<file path="config.mk">
export PLATFORM = sky130hd
export DESIGN_NAME = fetch_stage
export DESIGN_NICKNAME = d
export VERILOG_FILES = /design/src/rtl/fetch_stage.sv
export SDC_FILE = /design/constraint.sdc
export NUM_CORES = 1
export LEC_CHECK = 0
export CORE_UTILIZATION = 30
export CTS_CLUSTER_DIAMETER = 120
export DETAILED_ROUTE_END_ITERATION = 8
export PLACE_DENSITY = 0.65
export SETUP_SLACK_MARGIN = 0.4
export SYNTH_ARGS = -nofsm -noshare
export SYNTH_HDL_FRONTEND = slang
export SYNTH_SLANG_ARGS = --single-unit
</file>
<file path="constraint.sdc">
create_clock -name i_clk -period 2.7 [get_ports i_clk]
set_clock_uncertainty 0.05 [all_clocks]
set_input_delay 0.54 -clock i_clk [delete_from_list [all_inputs] [get_ports i_clk]]
set_output_delay 0.54 -clock i_clk [all_outputs]
set_load 0.01 [all_outputs]
</file>
<file path="src/rtl/fetch_stage.sv">
// Instruction-fetch stage: owns the PC, handshakes with instruction memory and
// registers the fetched word, its PC and a pre-decoded format code for decode.
module fetch_stage #(
    parameter logic [31:0] RESET_PC = 32'h0000_0000
) (
    input  logic        i_clk,
    input  logic        i_rst,
    output logic        o_imem_req,
    output logic [31:0] o_imem_addr,
    input  logic        i_imem_ready,
    input  logic [31:0] i_imem_rdata,
    input  logic        i_stall_in,
    input  logic        i_redirect_valid,
    input  logic [31:0] i_redirect_pc,
    output logic        o_inst_valid,
    output logic [31:0] o_inst_out,
    output logic [31:0] o_pc_out,
    output logic [2:0]  o_inst_format,
    output logic        o_illegal_op
);

    localparam logic [2:0] IFORMAT_R  = 3'd0;
    localparam logic [2:0] IFORMAT_I  = 3'd1;
    localparam logic [2:0] IFORMAT_S  = 3'd2;
    localparam logic [2:0] IFORMAT_SB = 3'd3;
    localparam logic [2:0] IFORMAT_U  = 3'd4;
    localparam logic [2:0] IFORMAT_UJ = 3'd5;

    typedef enum logic [1:0] {ST_BOOT, ST_RUN, ST_DRAIN} state_t;

    state_t      r_state, w_state_nxt;
    logic [31:0] r_pc, w_pc_nxt;
    logic [31:0] r_saved, w_saved_nxt;
    logic        r_inst_valid;
    logic [31:0] r_inst_out;
    logic [31:0] r_pc_out;
    logic [2:0]  r_inst_format;
    logic        r_illegal_op;

    logic        w_req;
    logic        w_accept;
    logic [31:0] w_target;
    logic [2:0]  w_fmt;
    logic        w_ill;

    assign w_target = i_redirect_pc & ~32'd3;

    always_comb begin
        w_req = 1'b0;
        case (r_state)
            ST_RUN:   w_req = !r_inst_valid || !i_stall_in;
            ST_DRAIN: w_req = 1'b1;
            default:  w_req = 1'b0;
        endcase
    end

    // A redirect discards whatever memory returns in the same cycle.
    assign w_accept = (r_state == ST_RUN) && w_req && i_imem_ready && !i_redirect_valid;

    always_comb begin
        w_state_nxt = r_state;
        w_pc_nxt    = r_pc;
        w_saved_nxt = r_saved;
        if (i_redirect_valid) begin
            if (w_req && !i_imem_ready) begin
                w_state_nxt = ST_DRAIN;
                w_saved_nxt = w_target;
            end else begin
                w_state_nxt = ST_RUN;
                w_pc_nxt    = w_target;
            end
        end else begin
            case (r_state)
                ST_BOOT: w_state_nxt = ST_RUN;
                ST_RUN: begin
                    if (w_accept) w_pc_nxt = r_pc + 32'd4;
                end
                ST_DRAIN: begin
                    if (i_imem_ready) begin
                        w_state_nxt = ST_RUN;
                        w_pc_nxt    = r_saved;
                    end
                end
                default: w_state_nxt = ST_BOOT;
            endcase
        end
    end

    always_comb begin
        w_fmt = IFORMAT_R;
        w_ill = 1'b0;
        case (i_imem_rdata[6:0])
            7'b0110011: w_fmt = IFORMAT_R;
            7'b0010011, 7'b0000011, 7'b1100111,
            7'b1110011, 7'b0001111: w_fmt = IFORMAT_I;
            7'b0100011: w_fmt = IFORMAT_S;
            7'b1100011: w_fmt = IFORMAT_SB;
            7'b0110111, 7'b0010111: w_fmt = IFORMAT_U;
            7'b1101111: w_fmt = IFORMAT_UJ;
            default:    w_ill = 1'b1;
        endcase
    end

    always_ff @(posedge i_clk) begin
        if (i_rst) begin
            r_state       <= ST_BOOT;
            r_pc          <= RESET_PC & ~32'd3;
            r_saved       <= 32'd0;
            r_inst_valid  <= 1'b0;
            r_inst_out    <= 32'd0;
            r_pc_out      <= 32'd0;
            r_inst_format <= IFORMAT_R;
            r_illegal_op  <= 1'b0;
        end else begin
            r_state <= w_state_nxt;
            r_pc    <= w_pc_nxt;
            r_saved <= w_saved_nxt;
            if (i_redirect_valid) begin
                r_inst_valid <= 1'b0;
            end else if (w_accept) begin
                r_inst_valid  <= 1'b1;
                r_inst_out    <= i_imem_rdata;
                r_pc_out      <= r_pc;
                r_inst_format <= w_fmt;
                r_illegal_op  <= w_ill;
            end else if (!(i_stall_in && r_inst_valid)) begin
                r_inst_valid <= 1'b0;
            end
        end
    end

    assign o_imem_req    = w_req;
    assign o_imem_addr   = r_pc;
    assign o_inst_valid  = r_inst_valid;
    assign o_inst_out    = r_inst_out;
    assign o_pc_out      = r_pc_out;
    assign o_inst_format = r_inst_format;
    assign o_illegal_op  = r_illegal_op;

endmodule

</file>
==> flow_results.org, run 1 <==
** Floorplanning
- Top Ports :: approximately 170
- The initialized floorplan defines 51 standard-cell rows.
- Die Width :: around 140 µm
- After floorplanning, the core was sized to cover just under 0.02 mm².
- The initial utilization of the core area, before any placement, comes to just over 30%.
- From bottom edge to top edge, the die measures 143.8 µm.
- The floorplan step defined a die boundary enclosing slightly above 0.02 mm².

** Flow run
- Max-cap violations in this run came to 0.

** Power
- Clock network fraction of design power :: around 45%
- Registers are responsible for between 40 and 50% of the overall power.
- Switching pwr :: between 1 and 1.5 mW
- In this run switching power makes up between 20% and 30% of total power.
- VDD sags by at most 0.4164 mV.
- Power per cell area :: 571.7 mW/mm²
- The internal power of the cells totals ~3.7 mW.
- Combinational cells account for 13.9% of the total power.
- Leakage component of the power :: 3.241 nW

** Global routing
- Global-route wire length before repair :: 29230 µm
- For this run the aggregate overflow at the end of global routing stands at 0.
- Number of antenna violations at the first check in global routing :: 0
- The number of global-route vias before repair was 5248.
- Entering global routing, the biggest net connects 59 pins.
- Global routing consumed, over all layers together, between 15 and 20% of the routing resources.

** Clock network
- Post-CTS timing repair inserted 0 buffers for setup.
- CTS max path bufs :: 2
- In this run the clock root is driven by a sky130_fd_sc_hd__clkbuf_16.
- CTS built an H-tree with a depth of 4.
- Clock transition time at the flip-flop clock pins of the worst setup and hold paths :: 0.06 ns
- Clock latency at the later pin of the worst-skew pair :: between 0.4 and 0.5 ns
- CTS tree :: done
- Counting every sink on the clock net gives around 130.
- In this run, CTS created clock tree buffers numbering 17.

** Timing
- Adding up every negative setup slack in the final design gives 0 ns.
- In the post-route analysis, the smallest setup slack over all paths is about 0.50 ns.
- Fmax :: between 400 and 500 MHz
- Pin slew with the least headroom to its limit :: between 0.6 and 0.7 ns
- # setup viols final :: 0
- Share of the clock period used by the worst path after layout :: roughly four fifths
- Minimum clock period :: roughly 2.2 ns
- The number of slew-limit violations in the final report is 0.
- Slew margin rel. :: between 50% and 60%
- The count of endpoints failing hold in the final timing report is 0.
- Setup repair after global routing missed its margin :: false

** Placed design
- Dpl hpwl :: 13330 µm
- Timing analysis after detailed placement gives a worst setup slack of between 0.07 and 0.08 ns.
- Buffers placed on the I/O ports in this run total 164.
- Routability-driven placement finished with a final weighted congestion of between 0.8 and 0.9.
- Once placement completed, the tool counted placed cells totaling around 1200.

** Final layout
- At the end of the flow, the number of nets in the layout was between 1000 and 1500.
- Number of antenna diodes :: 0
- Fillers :: ~2000
- Compared with the post-synthesis result, the final layout area differs by 44.91%.
- Fin cells :: approximately 1200
- Of the cells placed in the final design, the portion with a size suffix greater than 1 is under 10%.

** Routing
- Detailed Route Iter0 Violations :: approximately 540
- Total via count after detailed routing :: 5978
- Using the TritonRoute via totals, the vias-per-cell ratio works out to approximately 5.
- Routed WL per cell :: 15.68 µm
- Drt drc :: 0
- Total detailed-routing wirelength :: 19010 µm
- The first detailed-routing pass ran for 5 iterations.
- Post-detailed-route count of antenna-violating nets :: 0

** Synthesis
- After synthesis, the mean cell area works out to between 7 and 8 µm².
- Post-synth EDFFs :: 0
- Post-Syn Area :: ~0.0060 mm²
- Most common flop cell mapped by yosys :: sky130_fd_sc_hd__dfxtp_1
- Count of state elements after synthesis :: approximately 130
- Fraction of registers with async set/reset :: 0%
- Sequential-to-total area share from yosys stat :: 42.83%
- Post-synth cell types :: between 60 and 70
- The synthesized design devotes to its leading area cell type between 40% and 50% of total area.
- Synthesized instance count :: just under 800
- Yosys attributes the largest share of cell area to sky130_fd_sc_hd__dfxtp_1 (43%), sky130_fd_sc_hd__nand2_1 (12%), sky130_fd_sc_hd__a21oi_1 (8.3%), sky130_fd_sc_hd__mux2i_1 (5.5%), sky130_fd_sc_hd__nor2_1 (3.5%).
- Post-synth top area cell :: sky130_fd_sc_hd__dfxtp_1
- Number of synthesis warnings :: 0

** Worst setup path
- CP top delay family :: simple AND/OR/NAND/NOR gates
- Arrival time reported for the critical path endpoint :: roughly 2.4 ns
- Of all nets on the critical path, the largest fanout is 18.
- Category of the worst setup path capture point :: flop
- For the worst setup path, the data required time is approximately 2.9 ns.
- Worst Setup Start Kind :: flop
- Crit-path cells :: inv_1 > ha_2 > and3b_1 > or3_2 > buf_12 > nand2_1 > a21oi_1
- Critical path start-end classification :: reg2reg
- Slowest cell delay on critical path :: ~0.66 ns
- Among all stages on the critical path, the largest delay is contributed by sky130_fd_sc_hd__or3_2.
- The number of buffers and inverters on the critical path is 2.

** Min path
- Type of the most critical hold path :: reg2reg

** Outcome
- The flow ran to the end, and the final reports show no timing, DRC or antenna violations.
==> sequential cells by signal (all words and copies together) (netlist names) <==
| signal | cells |
|---|---|
| o_inst_out | 32 |
| o_inst_format | 3 |
| o_imem_addr | 30 |
| r_state | 2 |
| o_pc_out | 30 |
| o_inst_valid | 1 |
| o_illegal_op | 1 |
| r_saved | 30 |
==> layout make-up <==
| type | instances | area, µm² | area share [%] |
|---|---|---|---|
| flip-flops and latches | 129 | 2585 | 29.59 |
| clock inverters | 10 | 111.4 | 1.275 |
| multi-input cells | 572 | 3183 | 36.43 |
| clock buffers | 21 | 460.4 | 5.270 |
| inverters | 12 | 45.04 | 0.5155 |
| repair buffers | 203 | 2021 | 23.13 |
| well taps | 265 | 331.6 | 3.795 |
==> synthesized netlist by cell type, types with 5 or more instances <==
cell	instances
sky130_fd_sc_hd__a21oi_1	100
sky130_fd_sc_hd__nor2_1	57
sky130_fd_sc_hd__nor3_1	12
sky130_fd_sc_hd__o21ai_1	15
sky130_fd_sc_hd__o221ai_1	6
sky130_fd_sc_hd__clkbuf_1	35
sky130_fd_sc_hd__xor2_1	5
sky130_fd_sc_hd__buf_1	6
sky130_fd_sc_hd__nand4_1	8
sky130_fd_sc_hd__o21ai_0	18
sky130_fd_sc_hd__nand2_1	185
sky130_fd_sc_hd__o211ai_1	10
sky130_fd_sc_hd__buf_4	5
sky130_fd_sc_hd__a31oi_1	13
sky130_fd_sc_hd__inv_1	11
sky130_fd_sc_hd__buf_2	19
sky130_fd_sc_hd__dfxtp_1	129
sky130_fd_sc_hd__mux2i_1	33
sky130_fd_sc_hd__and3_1	13
sky130_fd_sc_hd__o31a_1	5
sky130_fd_sc_hd__a211oi_1	5
sky130_fd_sc_hd__nand3_1	13
sky130_fd_sc_hd__nor4_1	6
==> stage by stage <==
step	area (µm²)	total power, mW	hold slack (ns)	utilization, %
2_1_floorplan	6041	2.397	0.3993	-
3_3_place_gp	8114	2.771	0.3917	41.42
3_5_place_dp	8114	2.774	0.3956	41.42
4_1_cts	8705	5.030	0.4035	44.43
5_1_grt	8737	5.179	0.4135	44.60
6_report	8737	4.995	0.4023	44.60
==> cells in the final DEF (no fill, tap or decap), types with 11 or more instances in the layout <==
| cell | n |
|---|---|
| sky130_fd_sc_hd__o21ai_0 | 18 |
| sky130_fd_sc_hd__nor2_1 | 57 |
| sky130_fd_sc_hd__nand2_1 | 185 |
| sky130_fd_sc_hd__buf_4 | 33 |
| sky130_fd_sc_hd__nand3_1 | 13 |
| sky130_fd_sc_hd__nor3_1 | 11 |
| sky130_fd_sc_hd__clkbuf_16 | 17 |
| sky130_fd_sc_hd__mux2i_1 | 33 |
| sky130_fd_sc_hd__a21oi_1 | 100 |
| sky130_fd_sc_hd__a31oi_1 | 13 |
| sky130_fd_sc_hd__and3_1 | 13 |
| sky130_fd_sc_hd__clkdlybuf4s50_1 | 161 |
| sky130_fd_sc_hd__o21ai_1 | 15 |
| sky130_fd_sc_hd__dfxtp_1 | 127 |
==> power by group through the flow <==
stage	logic (mW)	registers (mW)	clock network (mW)
after floorplan	0.300	2.10	0
final	0.693	2.06	2.24
after global routing	0.748	2.07	2.36
after global placement	0.675	2.10	0
after CTS	0.684	2.06	2.29
after detailed placement	0.677	2.10	0
==> logic make-up (layout without fill, tap and decap cells) <==
| logic type | Yosys count | in the layout | share of synthesized area, % |
|---|---|---|---|
| flops | 129 | 129 | 42.83 |
| other cells | 1 | 4 | 0.06219 |
| fa+ha+maj | 4 | 4 | 0.8301 |
| simple gates | 325 | 325 | 24.32 |
| mux | 33 | 33 | 5.478 |
| buf+inv | 78 | 246 | 5.686 |
| xor+xnor | 6 | 6 | 0.8715 |
| compound gates | 200 | 200 | 19.92 |
==> path summary, 6_finish.rpt <==
kind,start,to,slack (ns),cells after the start
min,o_inst_out[14],o_inst_out[14],0.40,2
max reg2reg,r_state[0],o_inst_out[21],0.50,7
min reg2reg,o_inst_out[14],o_inst_out[14],0.40,2
max,r_state[0],o_inst_out[21],0.50,7
==> worst min-delay path, stage by stage, from the launching register on <==
cell and delay [ns]:
sky130_fd_sc_hd__dfxtp_1 0.31, sky130_fd_sc_hd__nand2_1 0.05, sky130_fd_sc_hd__a21oi_1 0.05
==> routing by layer <==
metal	wire (µm)	vias to the layer above	track usage, %	part of all wire [%]
met3	1055	21	2.632	5.6
met1	8951	2764	26.33	47
li1	-	3011	-	-
met4	258	0	6.271	1.4
met5	0	-	0	0
met2	8741	182	27.24	46
==> timing repair <==
item | 4_1_cts | 5_1_grt
endpoints found under the setup margin | 1 | 19
hold buffers | 0 | 0
resized for setup | 6 | 8
No activity file was read; power rests on OpenSTA's default activity.
==> inputs of run 2 (changes only) <==
--- a/config.mk
+++ b/config.mk
@@ -8,7 +8,7 @@
 export CORE_UTILIZATION = 30
 export CTS_CLUSTER_DIAMETER = 120
 export DETAILED_ROUTE_END_ITERATION = 8
-export PLACE_DENSITY = 0.65
+export PLACE_DENSITY = 0.67
 export SETUP_SLACK_MARGIN = 0.4
 export SYNTH_ARGS = -nofsm -noshare
 export SYNTH_HDL_FRONTEND = slang
==> constraint.sdc (replaced) <==
create_clock -name i_clk -period 1.9 [get_ports i_clk]
set_clock_uncertainty 0.05 [all_clocks]
set_input_delay 0.38 -clock i_clk [delete_from_list [all_inputs] [get_ports i_clk]]
set_output_delay 0.38 -clock i_clk [all_outputs]
set_load 0.01 [all_outputs]
==> run 2 against run 1 <==
Against the previous run:
- the run now ends with setup timing left
- die area unchanged
- sequential power rose by 41%
- critical path depth up 3
- routed wire length up 20%
- maximum frequency rose by 13%
- first-iteration DRC count up 29%
- worst hold slack got worse by 0.0048 ns
- core utilization is 10 points higher
- non-clock buffer count increased by 122
- sequential cell count unchanged
- via count up 14%
- combinational power grew 120%
- critical endpoint is now o_pc_out[12]
==> flow_results.org, run 2 (same netlist as run 1, synthesis figures left out) <==
** Outcome
- Result of the run :: complete, but fails checks
- Violated checks :: setup timing

** Final layout
- In the layout the commonest cells are sky130_fd_sc_hd__nand2_1 (146), sky130_fd_sc_hd__dfxtp_1 (99), sky130_fd_sc_hd__buf_4 (96), sky130_fd_sc_hd__clkdlybuf4s50_1 (64), sky130_fd_sc_hd__a21oi_1 (61).
- Layout cells sized above 1 :: 36.88% (+28 points)
- Net count, final :: 1131 (+12%)
- The library cell used most frequently in the layout, excluding fill and tap cells, is sky130_fd_sc_hd__nand2_1.
- From synthesis to final layout, the design area changed by 78.11%.
- Fillers :: 1684 (-15%)
- Post-layout instance area :: 0.01074 mm² (+23%)
- Utilization after layout :: 54.82% (+10 points)
- The flip-flop count of the largest register, all copies and words added came to 32 (unchanged).
- The number of antenna cells inserted is 0 (unchanged).

** Routing
- The number of vias after detailed routing is 6801 (+14%).
- Routed WL per cell :: 17.02 µm (+8.5%)
- Number of iterations in the first detailed-routing pass :: 6 (+1)
- The DRC violation total after the first TritonRoute iteration is 695 (+29%).
- Total detailed-routing wirelength :: 22740 µm (+20%)
- The number of DRC violations after detailed routing came to 0 (unchanged).
- The remaining number of nets flagged by the antenna check after routing came to 0 (unchanged).
- Vias/cell :: 5.091 (+3.2%)

** Timing
- The fmax was 513.8 MHz (+13%).
- Setup repair after global routing could not meet its margin everywhere.
- Slew margin rel. :: 59.27% (+0.51 points)
- The total negative slack for setup checks is -0.6950 ns (-0.6950 ns).
- The count of endpoints failing hold in the final timing report was 0 (unchanged).
- The number of slew-limit violations in the final report is 0 (unchanged).
- Minimum clock period :: 1.946 ns (-0.2498 ns)
- Pin slew with the least headroom to its limit :: 0.6110 ns (-0.007724 ns)
- The final cycle utilization of the critical path came to 102.4% (+21 points).
- # setup viols final :: 34 (+34)
- Final worst setup slack :: -0.04625 ns (-0.5502 ns)

** Global routing
- The final global-route overflow total came to 0 (unchanged).
- Via count of the first global-routing pass :: 6007 (+14%)
- The number of antenna violations at the first check in global routing was 0 (unchanged).
- The first-pass GRT wire length is 32470 µm (+11%).
- The all-layer global routing usage is 20.49% (+2.3 points).
- Largest net degree at the start of global routing :: 76 (+29%)

** Worst setup path
- The buffering stage count on the worst path with inverters included came to 5 (+3).
- CP top delay family :: buffers and inverters
- The critical path is of the reg2reg type.
- The critical path goes through buf_6 > ha_4 > and3b_2 > buf_6 > nor3_4 > buf_6 > buf_12 > clkbuf_16 > nand2_1 > a21oi_1.
- The largest fanout of any net on the critical path came to 6 (-12).
- Critical path data required time :: 2.19 ns (-0.73 ns)
- Slowest cell delay on critical path :: 0.34 ns (-0.32 ns)
- Arrival time reported for the critical path endpoint :: 2.24 ns (-0.17 ns)
- Counting stages on the worst path, the most repeated cell is sky130_fd_sc_hd__buf_6.
- STA classifies the critical path endpoint as a flop.
- The slowest stage of the critical path is the sky130_fd_sc_hd__dfxtp_2 cell.
- The worst setup path is launched from a flop.
- Reg-to-reg slack, setup :: -0.05 ns (-0.55 ns)

** Placed design
- I/O Buffers :: 164 (unchanged)
- The final HPWL from detailed placement is 14220 µm (+6.7%).
- The worst slack after detailed placement came to -0.3817 ns (-0.4537 ns).
- The final weighted congestion in routability-driven placement came to 0.8833 (+6.9%).
- Instance area after placement :: 0.008755 mm² (+7.9%)

** Min path
- The worst hold path belongs to the class reg2reg.

** Power
- VDD IR max :: 0.5410 mV (+30%)
- Sw frac :: 26.97% (+1.3 points)
- Clock network fraction of design power :: 43.0% (-1.9 points)
- The switching power total is 2.099 mW (+64%).
- Leakage component of the power :: 4.612 nW (+42%)
- Power per cell area :: 724.8 mW/mm² (+27%)
- Pint :: 5.685 mW (+53%)
- The sequential power share was 37.4% (-3.8 points).
- Gate power share :: 19.6% (+5.7 points)
- Total power :: 7.783 mW (+56%)

** Floorplanning
- The number of rows in the core area came to 51 (unchanged).
- The starting density of the core was 30.78% (unchanged).
- The die width was 143.8 µm (unchanged).
- The number of top-level pins is 171 (unchanged).
- The area of the core came to 0.01959 mm² (unchanged).
- Total Die Area :: 0.02067 mm² (unchanged)
- Die height :: 143.8 µm (unchanged)

** Clock network
- CTS Root Buffer Type :: sky130_fd_sc_hd__clkbuf_16
- Clock latency at the later pin of the worst-skew pair :: 0.42 ns (about the same)
- H-tree depth :: 4 (unchanged)
- TritonCTS built the clock tree.
- Clock transition time at the flip-flop clock pins of the worst setup and hold paths :: 0.06 ns (about the same)
- The post-cts hold buffer count is 0 (unchanged).
- The total clock sinks came to 129 (unchanged).
- CTS max path bufs :: 2 (unchanged)
- The total clock buffers created by CTS is 17 (unchanged).

** Flow run
- The number of maximum-capacitance violations is 0 (unchanged).
[run 2: cell count changes in the layout (fill, tap and decap cells not counted), sizes merged]
cell and change:
bufinv +1, clkbuf +6, dlymetal6s2s -1, clkdlybuf4s50 -97, or2 +1, buf +141
inv +1, dlygate4sd2 +50, clkinv +2, clkdlybuf4s15 +20
[run 2: cell type report]
class,instances,area [µm²],share of cell area [%]
Clock inverter,14,163.9,1.526
Multi-Input combinational cell,573,3855,35.90
Sequential cell,129,2655,24.72
Tap cell,265,331.6,3.088
Clock buffer,18,439.2,4.089
Timing Repair Buffer,325,3247,30.23
Inverter,12,47.55,0.4427
[run 2: metal layers]
| layer | share of wire (%) | global-route usage, % |
|---|---|---|
| met1 | 43 | 28.05 |
| met2 | 48 | 31.94 |
| met3 | 6.4 | 4.299 |
| met4 | 2.4 | 6.495 |
| met5 | 0 | 0 |
[run 2: power by group through the flow]
stage                     Clock, mW  Combinational [mW]  Sequential, mW
final                          3.35                1.52            2.91
after global routing           3.52                1.61            2.92
after CTS                      3.39                1.31            2.91
after detailed placement          0                1.14            2.96
after global placement            0                1.14            2.96
after floorplan                   0               0.481            2.99
[run 2: tightest hold or removal path: stages, from the launching register on]
cell and delay [ns]:
sky130_fd_sc_hd__dfxtp_1 0.30, sky130_fd_sc_hd__nand2_1 0.05, sky130_fd_sc_hd__a21oi_1 0.05
[run 2: worst paths after layout]
kind,cells past startpoint,startpoint,endpoint
worst min-delay path,2,o_pc_out[29],o_pc_out[29]
worst max register to register,10,r_state[1],o_pc_out[12]
worst min register to register,2,o_pc_out[29],o_pc_out[29]
worst max-delay path,10,r_state[1],o_pc_out[12]
[run 2: repair_timing]
item | CTS | global route
buffers inserted | 31 | 16
gates resized for setup | 304 | 160
endpoints found under the setup margin | 226 | 165
pin swaps | 14 | 65
gates cloned | 6 | 6
[run 2: through the flow]
stage	hold slack, ns	cells
after global routing	0.4175	1336
after detailed placement	0.3954	1245
final	0.3975	1336
after floorplan	0.4038	779
after global placement	0.3912	1245
after CTS	0.3962	1314
